$ cat config.mk
export PLATFORM = sky130hd
export DESIGN_NAME = bf16_add_arbiter
export DESIGN_NICKNAME = d
export VERILOG_FILES = /design/src/rtl/bf16_add_arbiter.sv
export SDC_FILE = /design/constraint.sdc
export NUM_CORES = 1
export LEC_CHECK = 0
export CORE_ASPECT_RATIO = 1.2
export CORE_MARGIN = 2
export CORE_UTILIZATION = 45
export CTS_CLUSTER_DIAMETER = 60
export DETAILED_ROUTE_END_ITERATION = 7
export DONT_BUFFER_PORTS = 1
export PLACE_DENSITY = 0.62
export SETUP_SLACK_MARGIN = 0.5
export SLEW_MARGIN = 25
export SYNTH_ARGS = -nofsm -noshare
export SYNTH_HDL_FRONTEND = slang
export SYNTH_SLANG_ARGS = --single-unit
$ cat constraint.sdc
create_clock -name clock -period 2.7 [get_ports clock]
set_input_delay 0.675 -clock clock [delete_from_list [all_inputs] [get_ports clock]]
set_output_delay 0.675 -clock clock [all_outputs]
set_load 0.05 [all_outputs]
$ cat src/rtl/bf16_add_arbiter.sv
// Round-robin sequencer sharing one bfloat16 adder core among NREQ requesters.
// One operation in flight; a watchdog forces a NaN result if the core never answers.
module bf16_add_arbiter #(
  parameter int NREQ    = 4,
  parameter int TIMEOUT = 15
) (
  input  logic              clock,
  input  logic              nreset,
  input  logic [NREQ-1:0]   req_valid,
  input  logic [16*NREQ-1:0] req_a,
  input  logic [16*NREQ-1:0] req_b,
  output logic [NREQ-1:0]   req_ready,
  output logic [NREQ-1:0]   rsp_valid,
  output logic [15:0]       rsp_sum,
  input  logic [NREQ-1:0]   rsp_ready,
  output logic [15:0]       add_a,
  output logic [15:0]       add_b,
  output logic              add_start,
  input  logic [15:0]       add_sum,
  input  logic              add_ready,
  output logic              busy,
  output logic              timeout_err
);

  localparam int GW = (NREQ > 1) ? $clog2(NREQ) : 1;
  localparam int WW = $clog2(TIMEOUT + 1);
  localparam logic [WW-1:0] WD_MAX = WW'(TIMEOUT);
  localparam logic [GW-1:0] G_LAST = GW'(NREQ - 1);

  typedef enum logic [1:0] {
    ST_IDLE  = 2'd0,
    ST_ISSUE = 2'd1,
    ST_WAIT  = 2'd2,
    ST_RESP  = 2'd3
  } state_t;

  state_t          state_q, state_d;
  logic [GW-1:0]   rr_ptr_q, rr_ptr_d;
  logic [GW-1:0]   grant_q, grant_d;
  logic [15:0]     op_a_q, op_a_d;
  logic [15:0]     op_b_q, op_b_d;
  logic [15:0]     result_q, result_d;
  logic [WW-1:0]   wd_cnt_q, wd_cnt_d;

  logic            sel_found_s;
  logic [GW-1:0]   sel_idx_s;
  logic [GW:0]     cand_s;

  // Circular priority search starting at rr_ptr.
  always_comb begin
    sel_found_s = 1'b0;
    sel_idx_s   = '0;
    cand_s      = '0;
    for (int k = 0; k < NREQ; k++) begin
      cand_s = {1'b0, rr_ptr_q} + (GW+1)'(k);
      if (cand_s >= (GW+1)'(NREQ)) begin
        cand_s = cand_s - (GW+1)'(NREQ);
      end else begin
        cand_s = cand_s;
      end
      if (!sel_found_s && req_valid[cand_s[GW-1:0]]) begin
        sel_found_s = 1'b1;
        sel_idx_s   = cand_s[GW-1:0];
      end else begin
        sel_found_s = sel_found_s;
      end
    end
  end

  // Next-state and output decode.
  always_comb begin
    state_d     = state_q;
    rr_ptr_d    = rr_ptr_q;
    grant_d     = grant_q;
    op_a_d      = op_a_q;
    op_b_d      = op_b_q;
    result_d    = result_q;
    wd_cnt_d    = wd_cnt_q;
    req_ready   = '0;
    rsp_valid   = '0;
    rsp_sum     = 16'h0000;
    add_a       = 16'h0000;
    add_b       = 16'h0000;
    add_start   = 1'b0;
    busy        = 1'b0;
    timeout_err = 1'b0;
    case (state_q)
      ST_IDLE: begin
        if (sel_found_s) begin
          req_ready[sel_idx_s] = 1'b1;
          op_a_d  = req_a[{sel_idx_s, 4'b0000} +: 16];
          op_b_d  = req_b[{sel_idx_s, 4'b0000} +: 16];
          grant_d = sel_idx_s;
          state_d = ST_ISSUE;
        end else begin
          state_d = ST_IDLE;
        end
      end
      ST_ISSUE: begin
        busy      = 1'b1;
        add_start = 1'b1;
        add_a     = op_a_q;
        add_b     = op_b_q;
        wd_cnt_d  = '0;
        state_d   = ST_WAIT;
      end
      ST_WAIT: begin
        busy  = 1'b1;
        add_a = op_a_q;
        add_b = op_b_q;
        // The first WAIT cycle masks a ready left over from the previous operation.
        if ((wd_cnt_q != '0) && add_ready) begin
          result_d = add_sum;
          state_d  = ST_RESP;
        end else if (wd_cnt_q == WD_MAX) begin
          result_d    = 16'hFFFF;
          timeout_err = 1'b1;
          state_d     = ST_RESP;
        end else begin
          wd_cnt_d = wd_cnt_q + WW'(1);
        end
      end
      ST_RESP: begin
        busy               = 1'b1;
        rsp_valid[grant_q] = 1'b1;
        rsp_sum            = result_q;
        if (rsp_ready[grant_q]) begin
          rr_ptr_d = (grant_q == G_LAST) ? '0 : grant_q + GW'(1);
          state_d  = ST_IDLE;
        end else begin
          state_d = ST_RESP;
        end
      end
      default: begin
        state_d = ST_IDLE;
      end
    endcase
  end

  // State and datapath registers.
  always_ff @(posedge clock or negedge nreset) begin
    if (!nreset) begin
      state_q  <= ST_IDLE;
      rr_ptr_q <= '0;
      grant_q  <= '0;
      op_a_q   <= 16'h0000;
      op_b_q   <= 16'h0000;
      result_q <= 16'h0000;
      wd_cnt_q <= '0;
    end else begin
      state_q  <= state_d;
      rr_ptr_q <= rr_ptr_d;
      grant_q  <= grant_d;
      op_a_q   <= op_a_d;
      op_b_q   <= op_b_d;
      result_q <= result_d;
      wd_cnt_q <= wd_cnt_d;
    end
  end

endmodule

Word level (Yosys, flattened, before mapping). Cells that the tools add are included.

Add/subtract/negate cells: 9. Shift-type cells: 2. $lt $le $gt $ge: 12. Equality and inequality tests: 8. Reduce and logical (&&, ||, !) cells: 19. Multiplexer cells: 48.

Operators with widths (number): $shiftx A64 B7 Y16 (2); $mux W16 (5); $mux W2 (12); $mux W4 (5); $lt A2 B3 Y1 const B (6); $mux W1 (17); $bmux W1 S2 (5); $ge A3 B3 Y1 const B (3); $pmux W2 S4 (1); $pmux W4 S2 (1); $sub A2 B1 Y2 const B (4); $add A2 B2 Y3 const B (2); $eq A2 B2 Y1 const B (3); $logic_and A1 B1 Y1 (6); $reduce_and A2 Y1 (3); $add A4 B1 Y4 const B (1); $demux W1 S2 (2); $eq A4 B4 Y1 const B (1); $ge A2 B1 Y1 const B (2); $ne A2 B2 Y1 const B (2); $reduce_bool A2 Y1 (2); $reduce_bool A4 Y1 (1); $add A2 B1 Y3 const B (1); $ge A2 B3 Y1 const B (1); other kinds (8) (10).

Output and inout bits: 59. Word-level logic and storage cells: 105. Bits in registers: 58.

Longest topological paths before layout. Gate-level depths: netlist of the first run.

Depth in word-level cells: 20. Mapped depth: 8. Depth with buffers taken out: 7.

Least setup slack after synthesis of the first run. Ideal clock, no wire load.

Kind: input-to-output. Start point: input port req_valid[2]. End point: output port req_ready[1]. Path buffers: 3. Path slack: -0.662 ns. Data arrival time: 2.687 ns. Stages: 7. Path through: inv_1 -> o22ai_1 -> a211o_1 -> buf_2 -> buf_6 -> buf_6 -> nor3b_1.

Cells in the longest elaborated chain, start to end: 18. Elaborated cells on any way between the ends: 29.

Ends and longest elaborated chain: start, declared (RTL line 9) `input logic [NREQ-1:0] req_valid,`; $bmux W1 S2 (RTL line 61) `if (!sel_found_s && req_valid[cand_s[GW-1:0]]) begin`; $mux W1 (not written as such) (RTL line 61); $mux W1 (RTL line 61); $logic_not A1 Y1 (RTL line 61); $logic_and A1 B1 Y1 (RTL line 61); $mux W1 (RTL line 61); $logic_not A1 Y1 (RTL line 61); $logic_and A1 B1 Y1 (RTL line 61); [2 not listed]; $logic_and A1 B1 Y1 (RTL line 61); $mux W2 (RTL line 61); $lt A2 B3 Y1 (not written as such) / $ge A2 B1 Y1 (equally long branches) (RTL line 90) `req_ready[sel_idx_s] = 1'b1;`; $logic_and A1 B1 Y1 (not written as such) (RTL line 90); $mux W1 (not written as such) (RTL line 90); $demux W1 S2 (RTL line 90); $mux W4 (*) (RTL line 89) `if (sel_found_s) begin`; $mux W4 (*) (RTL line 87) `case (state_q)`; end, declared (RTL line 12) `output logic [NREQ-1:0] req_ready,`.

Every way passes the cells marked *; elsewhere a longest branch is shown, timed or not. The select of a mux whose other input is x is not followed.

Worst setup path after layout of the first run.
Start point: register rr_ptr_q[0]. End point: output port req_ready[1].

Cells in the longest elaborated chain, start to end: 20. Elaborated cells on any way between the ends: 44.

Ends and longest elaborated chain: start, declared (RTL line 38) `logic [GW-1:0] rr_ptr_q, rr_ptr_d;`; start signal, assigned (RTL line 152) `rr_ptr_q <= rr_ptr_d;`; branches (longest 18 deep; another with $add A2 B1 Y3); $mux W4 (*) (RTL line 89); $mux W4 (*) (RTL line 87).

Mark *: on every way between the ends. The select of a mux whose other input is x is not followed.

==> impl_results.md, run 1 <==
* Status: finished, final reports clean
* CP top delay family: simple AND/OR/NAND/NOR gates
* Post-Syn Instances at 353
* Syn_nets at 519
* DRC viols at 0
* R2R Path Start: rr_ptr_q[0]$_DFFE_PN0P_
* Required time of the critical path at 2030 ps
* Synth Cell Area at 0.003606 sq mm
* Total Routed Length at 10280 um
* Cell Count, Final, Fillers Out at 501
* Row count at 35
* Drt via density at 5.990
* First-pass GRT wire length at 15520 um
* Pwr Density at 1642 mW/mm^2
* Max rail drop VDD at 0.8603 mV
* R2R cell count at 7
* Antenna Nets Post-Route at 0
* Final worst setup slack at 339.2 ps
* NetSw at 3741 uW
* Critical path endpoint category: output pin
* Ant diodes at 0
* Rel. slew slack at between 40% and 50%
* Final Max Slew Viols at 0
* Max_cap viols at 0
* Full die area at 0.008748 sq mm
* Die Span Y at 102.1 um
* Die W at 85.72 um
* Buf+Inv Stages, Crit Path at 1
* Internal cell power at 4337 uW
* Vias in the first global route at 3098
* Share of cells above drive strength 1 at between 30% and 40%
* Worst path cell trace: nand2b_4, nor2b_4, o22ai_2, nor3b_4, buf_12
* Most frequent cells in the layout: 65 x mux2i_1, 57 x dfrtp_1, 42 x and2_4
* Cell variety after synth at 34
* Placed inst area at approximately 0.004 sq mm
* Vias at ~3.0k
* Longest Clk Path Bufs at 2
* Commonest non-fill, non-tap cell in the layout: mux2i_1
* Final HPWL DP at 6574 um
* Post-layout net count at 570
* Dpl cells at roughly 460
* Hold/Removal Path Class: in -> async
* Place WS at around 340 ps
* Clk pwr share at 11.7%
* Slew @ Worst Pin at 802.3 ps
* Routability cong. at a little over 0.8
* DR WL/cell at 20.51 um
* Clk Tree Root Cell: clkbuf_8
* Combinational share of power at between 60% and 70%
* Pin count of the biggest net entering global routing at 59
* Final hold violations at 0
* Cts bufs inserted at 9
* Critical path peak fanout at 4
* Synth-to-Final Area Change at 36.43%
* DR iter-0 viols at 60
* Minimum clock period at 2361 ps
* CP Launch Type: register
* Skew final at 8.088 ps
* FF-to-FF setup slack at ~640 ps
* Worst r2r dst: op_b_q[10]$_DFFE_PN0P_
* Syn avg cell area at 10.22 sq um
* Hold buffer count at cts at 0
* Clk pin slew, worst setup/hold paths at around 70 ps
* GRT Residual Overflow at 0
* #FFs+latches synth at 58
* Period utilization at 87.44%
* Static Leak at 0.002327 uW
* RSZ-0062 raised after global routing: true
* Core footprint at 0.007707 sq mm
* Later-pin clock latency in the skew report at 330 ps
* PortBufs at 0
* DR pass1 iterations at 4
* Post-synthesis sequential area ratio at 40.25%
* Top Ports at about 210
* CTS sink count at 58
* Synthesis Warnings at 0
* CP peak stage delay at 420 ps
* Switching share of power at 46.31%
* Initial Utilization at a little under half
* Reg power frac at 19.0%
* Fmax at 423.6 MHz
* CTS H-Tree Depth at 3
* Slowest cell on crit path: dfrtp_1
* Final setup vio count at 0
* Setup TNS at 0 ps
* Finished Cell Area at 0.004920 sq mm
* Antenna violations before repair at 0
* WS Path Type: reg -> out
* TritonCTS clock tree: built
* Gr usage total at between 20% and 30%
* Worst EP arrival at 1690 ps
[cell type report]
class                           count  area (sq um)
Fill cell                         637          2788
Tap cell                           92         115.1
Inverter                           11         43.79
Timing Repair Buffer               66         800.8
Sequential cell                    58          1453
Clock inverter                      4         72.57
Multi-Input combinational cell    258          2270
Clock buffer                       12         165.2
[logic make-up (layout without fill, tap and decap cells)]
family          Yosys count  in the layout  synth area share (%)
buf+inv                  37             93                 4.615
flops                    58             58                 40.25
compound gates           69             69                 15.72
fa+ha+maj                11             11                 3.817
mux                      69             69                 19.60
simple gates            109            109                 16.00
[routing by layer]
layer | up-vias | global-route usage [%] | part of all wire (%)
met5 | - | 0 | 0
met4 | 0 | 8.303 | 1.8
met3 | 17 | 6.624 | 7.1
met2 | 136 | 41.35 | 54
met1 | 1462 | 25.89 | 37
li1 | 1386 | - | -
[worst register-to-register path, delay by kind of cell, from the launching register on]
| family | cells | cell delay [ps] |
|---|---|---|
| multiplexers | 1 | 320 |
| AO/OA/AOI/OAI | 3 | 490 |
| buffers and inverters | 2 | 530 |
| flip-flops | 1 | 420 |
| AND/OR/NAND/NOR | 1 | 160 |
[sequential cells by signal (all words and copies together) (netlist names)]
signal,cells
grant_q,2
op_a_q,16
op_b_q,16
result_q,16
rr_ptr_q,2
state_q,2
wd_cnt_q,4
[cell usage after synthesis]
cell type	number	area, sq um
a211o_1	1	8.760
a21o_1	1	7.510
a21oi_1	6	30.03
a22o_1	1	8.760
a31oi_1	1	6.260
and2_1	52	325.3
and3_1	1	6.260
buf_2	10	50.05
buf_6	2	22.52
clkbuf_1	14	52.55
dfrtp_1	58	1451
ha_1	11	137.6
inv_1	11	41.29
mux2_2	3	33.78
mux2i_1	65	650.6
mux4_2	1	22.52
nand2_1	39	146.4
nand2b_1	5	31.28
nand3_1	1	5.000
nand4_1	2	12.51
nor2_1	2	7.510
nor2b_1	2	12.51
nor3_1	3	15.01
nor3b_1	2	15.01
o211ai_1	1	7.510
o211ai_2	1	12.51
o21a_1	1	7.510
o21ai_0	2	10.01
o21ai_1	1	5.000
o221ai_1	32	280.3
o22a_1	16	140.1
o22ai_1	3	18.77
o31ai_1	1	7.510
o41ai_2	1	16.27
[worst max-delay path by stage]
| stage | depth (start not counted) | end | from |
|---|---|---|---|
| after detailed placement | 6 | req_ready[3] | req_valid[0] |
| after global placement | 6 | req_ready[3] | req_valid[0] |
| after floorplan | 7 | req_ready[1] | req_valid[1] |
| after CTS | 4 | req_ready[1] | rr_ptr_q[1]$_DFFE_PN0P_ |
| final | 5 | req_ready[1] | rr_ptr_q[0]$_DFFE_PN0P_ |
| after global routing | 6 | add_b[6] | state_q[0]$_DFFE_PN0P_ |
[power groups by stage]
stage	logic (uW)	clock network, uW	registers [uW]
floorplan	3290	0	1450
global placement	4170	0	1500
detailed placement	4200	0	1520
CTS	5390	973	1510
global route	5920	1010	1580
finish	5600	944	1540
[through the flow]
stage / util (%) / power, uW / hold slack (ps)
after floorplan: - / 4740 / 379.4
after global placement: 51.98 / 5666 / 380.6
after detailed placement: 51.98 / 5722 / 380.6
after CTS: 62.35 / 7871 / 8.690
after global routing: 63.83 / 8501 / 6.058
final: 63.83 / 8078 / 29.58
[repair_timing]
action	CTS	global route
gates cloned	3	0
setup endpoints to repair	57	79
resized for setup	117	38
pin swaps	8	25
setup buffers	17	3
(Power assumes the default switching activity.)
==> run 2, diff against run 1 <==
Settings changed: CTS_CLUSTER_DIAMETER 60 to 30.
Clock period 2.7 ns to 2.3 ns, I/O delays scaled along.
==> run 2 against run 1 <==
The flow now finishes with violations (hold timing); design area up 4.8%; sequential power up 18%; hold slack got worse by 100 ps; clock power rose by 27%; sequential share of layout area fell by 1.3 points; global-route usage is 1.5 points higher; non-clock buffer count is 4 lower; via count grew 1.7%; register-to-register slack got worse by 440 ps; critical path type unchanged; critical endpoint is now req_ready[3]; largest cell class unchanged.
==> impl_results.md, run 2 (synthesized netlist as in run 1, its figures left out) <==
* Status: finished with violations (was finished, final reports clean)
* Failing checks: hold timing
* Initial Utilization at 46.79% (unchanged)
* Reg power frac at 18.3% (was 19.0%)
* Pin count of the biggest net entering global routing at 59 (unchanged)
* Cts bufs inserted at 9 (unchanged)
* CTS sink count at 58 (unchanged)
* Final hold violations at 58 (was 0)
* Commonest non-fill, non-tap cell in the layout: mux2i_1 (unchanged)
* Storage cell area at 0.001453 sq mm (unchanged)
* Clk Tree Root Cell: clkbuf_8 (unchanged)
* Total Routed Length at 11340 um (was 10280 um)
* Cell Count, Final, Fillers Out at 497 (was 501)
* Switching share of power at 46.12% (was 46.31%)
* CP Launch Type: register (unchanged)
* Final Max Slew Viols at 0 (unchanged)
* DR WL/cell at 22.81 um (was 20.51 um)
* Worst EP arrival at 1700 ps (was 1690 ps)
* Clk pwr share at 12.1% (was 11.7%)
* Routability cong. at 0.8069 (was 0.8111)
* Die Span Y at 102.1 um (unchanged)
* Pwr Total at 9927 uW (was 8078 uW)
* Max_cap viols at 0 (unchanged)
* RSZ-0062 raised after global routing: true (unchanged)
* Critical path peak fanout at 5 (was 4)
* Slowest cell on crit path: dfrtp_1 (unchanged)
* Hold slack at -74.21 ps (was 29.58 ps)
* Final setup vio count at 0 (unchanged)
* Post-layout net count at 566 (was 570)
* CTS H-Tree Depth at 3 (unchanged)
* Most frequent cells in the layout: 60 x mux2i_1, 57 x dfrtp_1, 52 x and2_4 (was 65 x mux2i_1, 57 x dfrtp_1, 42 x and2_4)
* Ant diodes at 0 (unchanged)
* Largest registers: op_a_q: 16 flops, op_b_q: 16 flops, result_q: 16 flops (unchanged)
* Gr usage total at 24.44% (was 22.96%)
* Skew final at 6.367 ps (was 8.088 ps)
* Multi-input combinational cell area at 0.002371 sq mm (was 0.002270 sq mm)
* Pwr Density at 1926 mW/mm^2 (was 1642 mW/mm^2)
* Core footprint at 0.007707 sq mm (unchanged)
* Full die area at 0.008748 sq mm (unchanged)
* Antenna Nets Post-Route at 0 (unchanged)
* Fmax at 439.6 MHz
* Die W at 85.72 um (unchanged)
* Rel. slew slack at 64.65% (was 46.36%)
* CP peak stage delay at 390 ps (was 420 ps)
* Max rail drop VDD at 1.246 mV (was 0.8603 mV)
* Required time of the critical path at 1730 ps (was 2030 ps)
* Minimum clock period at 2275 ps
* Vias in the first global route at 3188 (was 3098)
* Vias at 3052 (was 3001)
* R2R cell count at 10 (was 7)
* Row count at 35 (unchanged)
* Later-pin clock latency in the skew report at 340 ps (was 330 ps)
* PortBufs at 0 (unchanged)
* Share of cells above drive strength 1 at 41.73% (was 37.65%)
* FILL cells at 582 (was 637)
* NetSw at 4579 uW (was 3741 uW)
* Internal cell power at 5348 uW (was 4337 uW)
* Drt via density at 6.141 (was 5.990)
* Slew @ Worst Pin at 528.4 ps (was 802.3 ps)
* WS Path Type: reg -> out (unchanged)
* Dpl cells at 436 (was 462)
* Final HPWL DP at 6545 um (was 6574 um)
* Longest Clk Path Bufs at 2 (unchanged)
* Antenna violations before repair at 0 (unchanged)
* Clk pin slew, worst setup/hold paths at 70 ps (about the same)
* DR iter-0 viols at 159 (was 60)
* Combinational share of power at 69.5% (was 69.3%)
* Synth-to-Final Area Change at 42.96% (was 36.43%)
* Hold/Removal Path Class: in -> async (unchanged)
* Static Leak at 0.002391 uW (was 0.002327 uW)
* DRC viols at 0 (unchanged)
* GRT Residual Overflow at 0 (unchanged)
* First-pass GRT wire length at 16260 um (was 15520 um)
* DR pass1 iterations at 4 (unchanged)
* Period utilization at 98.91%
* Worst path cell trace: buf_6, o22ai_4, a211o_4, nor3_4, buf_12 (was nand2b_4, nor2b_4, o22ai_2, nor3b_4, buf_12)
* Top Ports at 214 (unchanged)
* Critical path endpoint category: output pin (unchanged)
* TritonCTS clock tree: built (unchanged)
## run 2: critical path: cells and delay by family (launching register included)
family | cells | cell delay (ps)
AND/OR/NAND/NOR | 1 | 240
flip-flops | 1 | 390
buffers and inverters | 2 | 290
AO/OA/AOI/OAI | 2 | 430
## run 2: layout make-up
type / count / share of cell area [%]
multi-input combinational: 258 / 46.00
sequential: 58 / 28.18
timing repair buffer: 62 / 17.84
clock buffer: 11 / 2.937
tap: 92 / 2.233
clock inverter: 5 / 1.942
inverter: 11 / 0.8738
## run 2: per-stage QoR
stage / worst slack, ps / cell area, sq um / util (%) / hold WS, ps / setup TNS [ps]
3_5_place_dp: 185.6 / 3963 / 51.41 / 280.6 / 0
4_1_cts: 60.84 / 4938 / 64.07 / -89.03 / 0
5_1_grt: -45.61 / 5155 / 66.88 / -100.4 / -280.0
3_3_place_gp: 216.7 / 3963 / 51.41 / 280.6 / 0
2_1_floorplan: -135.2 / 3812 / - / 279.4 / -197.7
6_report: 25.13 / 5155 / 66.88 / -74.21 / 0
## run 2: path summary, 6_finish.rpt
kind	start	end	slack (ps)
worst max-delay path	rr_ptr_q[0]$_DFFE_PN0P_	req_ready[3]	30
worst min-delay path	nreset	result_q[13]$_DFFE_PN0P_	-70
worst max register to register	rr_ptr_q[0]$_DFFE_PN0P_	op_b_q[7]$_DFFE_PN0P_	200
worst min register to register	op_b_q[3]$_DFFE_PN0P_	op_b_q[3]$_DFFE_PN0P_	490
max in group asynchronous	nreset	op_b_q[13]$_DFFE_PN0P_	2270
min in group clock	add_sum[13]	result_q[13]$_DFFE_PN0P_	380
## run 2: repair_timing
action | CTS | global route
cloned | 8 | 1
pin swaps | 37 | 20
gates resized for setup | 80 | 31
endpoints found under the hold margin | 58 | 58
setup endpoints to repair | 91 | 109
buffers inserted | 28 | 8
## run 2: power groups by stage
| stage | sequential, uW | combinational [uW] | clock (uW) |
|---|---|---|---|
| global placement | 1800 | 4760 | 0 |
| finish | 1820 | 6900 | 1200 |
| floorplan | 1730 | 4220 | 0 |
| detailed placement | 1820 | 4810 | 0 |
| CTS | 1800 | 6570 | 1220 |
| global route | 1860 | 7230 | 1280 |
## run 2: metal layers
layer	vias to the layer above	routed length, um	global-route usage, %
met1	1495	4181	27.31
met4	0	204	9.402
met5	-	0	0
met3	15	841	6.220
met2	159	6108	44.59
li1	1383	-	-
==> run 3, diff against run 2 <==
Settings changed: PLACE_DENSITY 0.62 to 0.57.
==> run 3 against run 2 <==
The run still ends with hold timing left; critical endpoint is now req_ready[0]; final cell count is 3.4% lower; critical path depth rose by 1; total power decreased by 7.1%; die area did not move; utilization fell by 4.1 points; critical path type unchanged; via count down 3.4%; clock power fell by 12%; first-iteration DRC count decreased by 45%; clock skew is 3.3 ps higher; sequential share of layout area up 1.8 points.
==> impl_results.md, run 3 (synthesized netlist as in run 1, its figures left out) <==
* Final worst setup slack at 5.003 ps (was 25.13 ps)
* R2R Path Start: rr_ptr_q[0]$_DFFE_PN0P_ (unchanged)
* FILL cells at 626 (was 582)
* Total Routed Length at 10520 um (was 11340 um)
* Skew final at 9.686 ps (was 6.367 ps)
* Drt via density at 6.140 (was 6.141)
* Max_cap viols at 0 (unchanged)
* FF-to-FF setup slack at 280 ps (was 200 ps)
* Worst EP arrival at 1720 ps (was 1700 ps)
* Failing checks: hold timing (unchanged)
* Buf+Inv Stages, Crit Path at 3 (was 2)
* Cts bufs inserted at 9 (unchanged)
* Worst r2r dst: op_a_q[1]$_DFFE_PN0P_ (was op_b_q[7]$_DFFE_PN0P_)
* Routability cong. at 0.7921 (was 0.8069)
* Synth-to-Final Area Change at 34.18% (was 42.96%)
* Period utilization at 99.78% (was 98.91%)
* Dpl cells at 434 (was 436)
* DR WL/cell at 21.92 um (was 22.81 um)
* Required time of the critical path at 1730 ps (about the same)
* Ant diodes at 0 (unchanged)
* NetSw at 4382 uW (was 4579 uW)
* Static Leak at 0.002248 uW (was 0.002391 uW)
* Final hold violations at 58 (unchanged)
* Cell Count, Final, Fillers Out at 480 (was 497)
* Die W at 85.72 um (unchanged)
* Final Max Slew Viols at 0 (unchanged)
* Full die area at 0.008748 sq mm (unchanged)
* DR pass1 iterations at 5 (was 4)
* Internal cell power at 4838 uW (was 5348 uW)
* Initial Utilization at 46.79% (unchanged)
* WS Path Type: reg -> out (unchanged)
* Most frequent cells in the layout: 58 x mux2i_1, 57 x dfrtp_1, 52 x and2_4 (was 60 x mux2i_1, 57 x dfrtp_1, 52 x and2_4)
* DR iter-0 viols at 88 (was 159)
* Commonest non-fill, non-tap cell in the layout: mux2i_1 (unchanged)
* Vias in the first global route at 2926 (was 3188)
* Slew @ Worst Pin at 454.5 ps (was 528.4 ps)
* Pin count of the biggest net entering global routing at 59 (unchanged)
* Status: finished with violations (unchanged)
* Final setup vio count at 0 (unchanged)
* Critical path peak fanout at 5 (unchanged)
* Hold slack at -76.90 ps (was -74.21 ps)
* Top Ports at 214 (unchanged)
* Share of cells above drive strength 1 at 38.40% (was 41.73%)
* Clk pwr share at 11.4% (was 12.1%)
* Clk pin slew, worst setup/hold paths at 70 ps (about the same)
* Die Span Y at 102.1 um (unchanged)
* Rel. slew slack at 69.60% (was 64.65%)
* Final HPWL DP at 6381 um (was 6545 um)
* Setup TNS at 0 ps (unchanged)
* Max rail drop VDD at 1.135 mV (was 1.246 mV)
* Fmax at 435.7 MHz (was 439.6 MHz)
* Place WS at 193.3 ps (was 185.6 ps)
* Clk Tree Root Cell: clkbuf_8 (unchanged)
* Largest registers: op_a_q: 16 flops, op_b_q: 16 flops, result_q: 16 flops (unchanged)
* CTS H-Tree Depth at 3 (unchanged)
* Worst path cell trace: inv_2, ha_2, inv_1, a31oi_4, and3_4, buf_12 (was buf_6, o22ai_4, a211o_4, nor3_4, buf_12)
* PortBufs at 0 (unchanged)
* Antenna violations before repair at 0 (unchanged)
* Later-pin clock latency in the skew report at 340 ps (about the same)
* Switching share of power at 47.53% (was 46.12%)
* Core footprint at 0.007707 sq mm (unchanged)
* Vias at 2947 (was 3052)
* Pwr Total at 9220 uW (was 9927 uW)
* CP Launch Type: register (unchanged)
* DRC viols at 0 (unchanged)
* RSZ-0062 raised after global routing: true (unchanged)
* CP peak stage delay at 400 ps (was 390 ps)
* CTS sink count at 58 (unchanged)
* Post-layout net count at 549 (was 566)
* Critical path endpoint category: output pin (unchanged)
* R2R cell count at 8 (was 10)
* Minimum clock period at 2295 ps (was 2275 ps)
* TritonCTS clock tree: built (unchanged)
* Combinational share of power at 69.0% (was 69.5%)
* Row count at 35 (unchanged)
* CP top delay family: flip-flops (was compound AO/OA/AOI/OAI gates)
* Hold/Removal Path Class: in -> async (unchanged)
* Reg power frac at 19.6% (was 18.3%)
* Pwr Density at 1906 mW/mm^2 (was 1926 mW/mm^2)
* Antenna Nets Post-Route at 0 (unchanged)
* First-pass GRT wire length at 15270 um (was 16260 um)
* GRT Residual Overflow at 0 (unchanged)
* Slowest cell on crit path: dfrtp_1 (unchanged)
* Longest Clk Path Bufs at 2 (unchanged)
* Gr usage total at 22.93% (was 24.44%)
-- run 3: cell types whose count changed in the layout (fill, tap and decap cells not counted), sizes merged --
cell | before | now
clkinvlp | 1 | 2
bufbuf | 0 | 3
bufinv | 3 | 2
buf | 61 | 42
clkbuf | 12 | 11
-- run 3: worst max-delay path by stage --
stage                     depth (start not counted)                     from                      to
after floorplan                                   7             req_valid[1]            req_ready[1]
after global placement                            6             req_valid[0]            req_ready[3]
after detailed placement                          4             req_valid[2]  state_q[0]$_DFFE_PN0P_
after CTS                                         6  rr_ptr_q[0]$_DFFE_PN0P_            req_ready[1]
after global routing                              7   state_q[1]$_DFFE_PN0P_            req_ready[2]
final                                             6   state_q[1]$_DFFE_PN0P_            req_ready[0]
-- run 3: cell type report --
type / count / area [sq um] / area share (%)
Multi-Input combinational cell: 258 / 2330 / 48.15
Tap cell: 92 / 115.1 / 2.379
Inverter: 11 / 45.04 / 0.9310
Clock inverter: 5 / 77.57 / 1.603
Clock buffer: 11 / 141.4 / 2.922
Timing Repair Buffer: 45 / 676.9 / 13.99
Sequential cell: 58 / 1453 / 30.02
-- run 3: power groups by stage --
stage	clock network [uW]	registers, uW	logic, uW
6_report	1060	1800	6360
5_1_grt	1110	1860	6680
4_1_cts	1070	1790	6130
3_5_place_dp	0	1810	4880
3_3_place_gp	0	1790	4830
2_1_floorplan	0	1730	4220
-- run 3: repair_timing --
action                                 CTS  global route
setup buffers                           18             7
pin swaps                               13             9
resized for setup                       49            34
setup endpoints to repair               84           109
endpoints found under the hold margin   58            58
gates cloned                             5             0
-- run 3: metrics by stage --
step           hold slack, ps  area [sq um]  util, %
6_report               -76.90          4838    62.78
4_1_cts                -89.38          4691    60.86
3_5_place_dp            280.8          3973    51.54
3_3_place_gp            280.6          3973    51.54
2_1_floorplan           279.4          3812        -
5_1_grt                -96.47          4838    62.78
-- run 3: metal layers --
layer  global-route usage [%]  vias to the layer above  part of all wire (%)
met5                        0                        -                     0
met4                    7.937                        0                   1.5
met2                    40.87                      136                    53
met3                    4.685                       18                   6.3
li1                         -                     1345                     -
met1                    27.57                     1448                    40
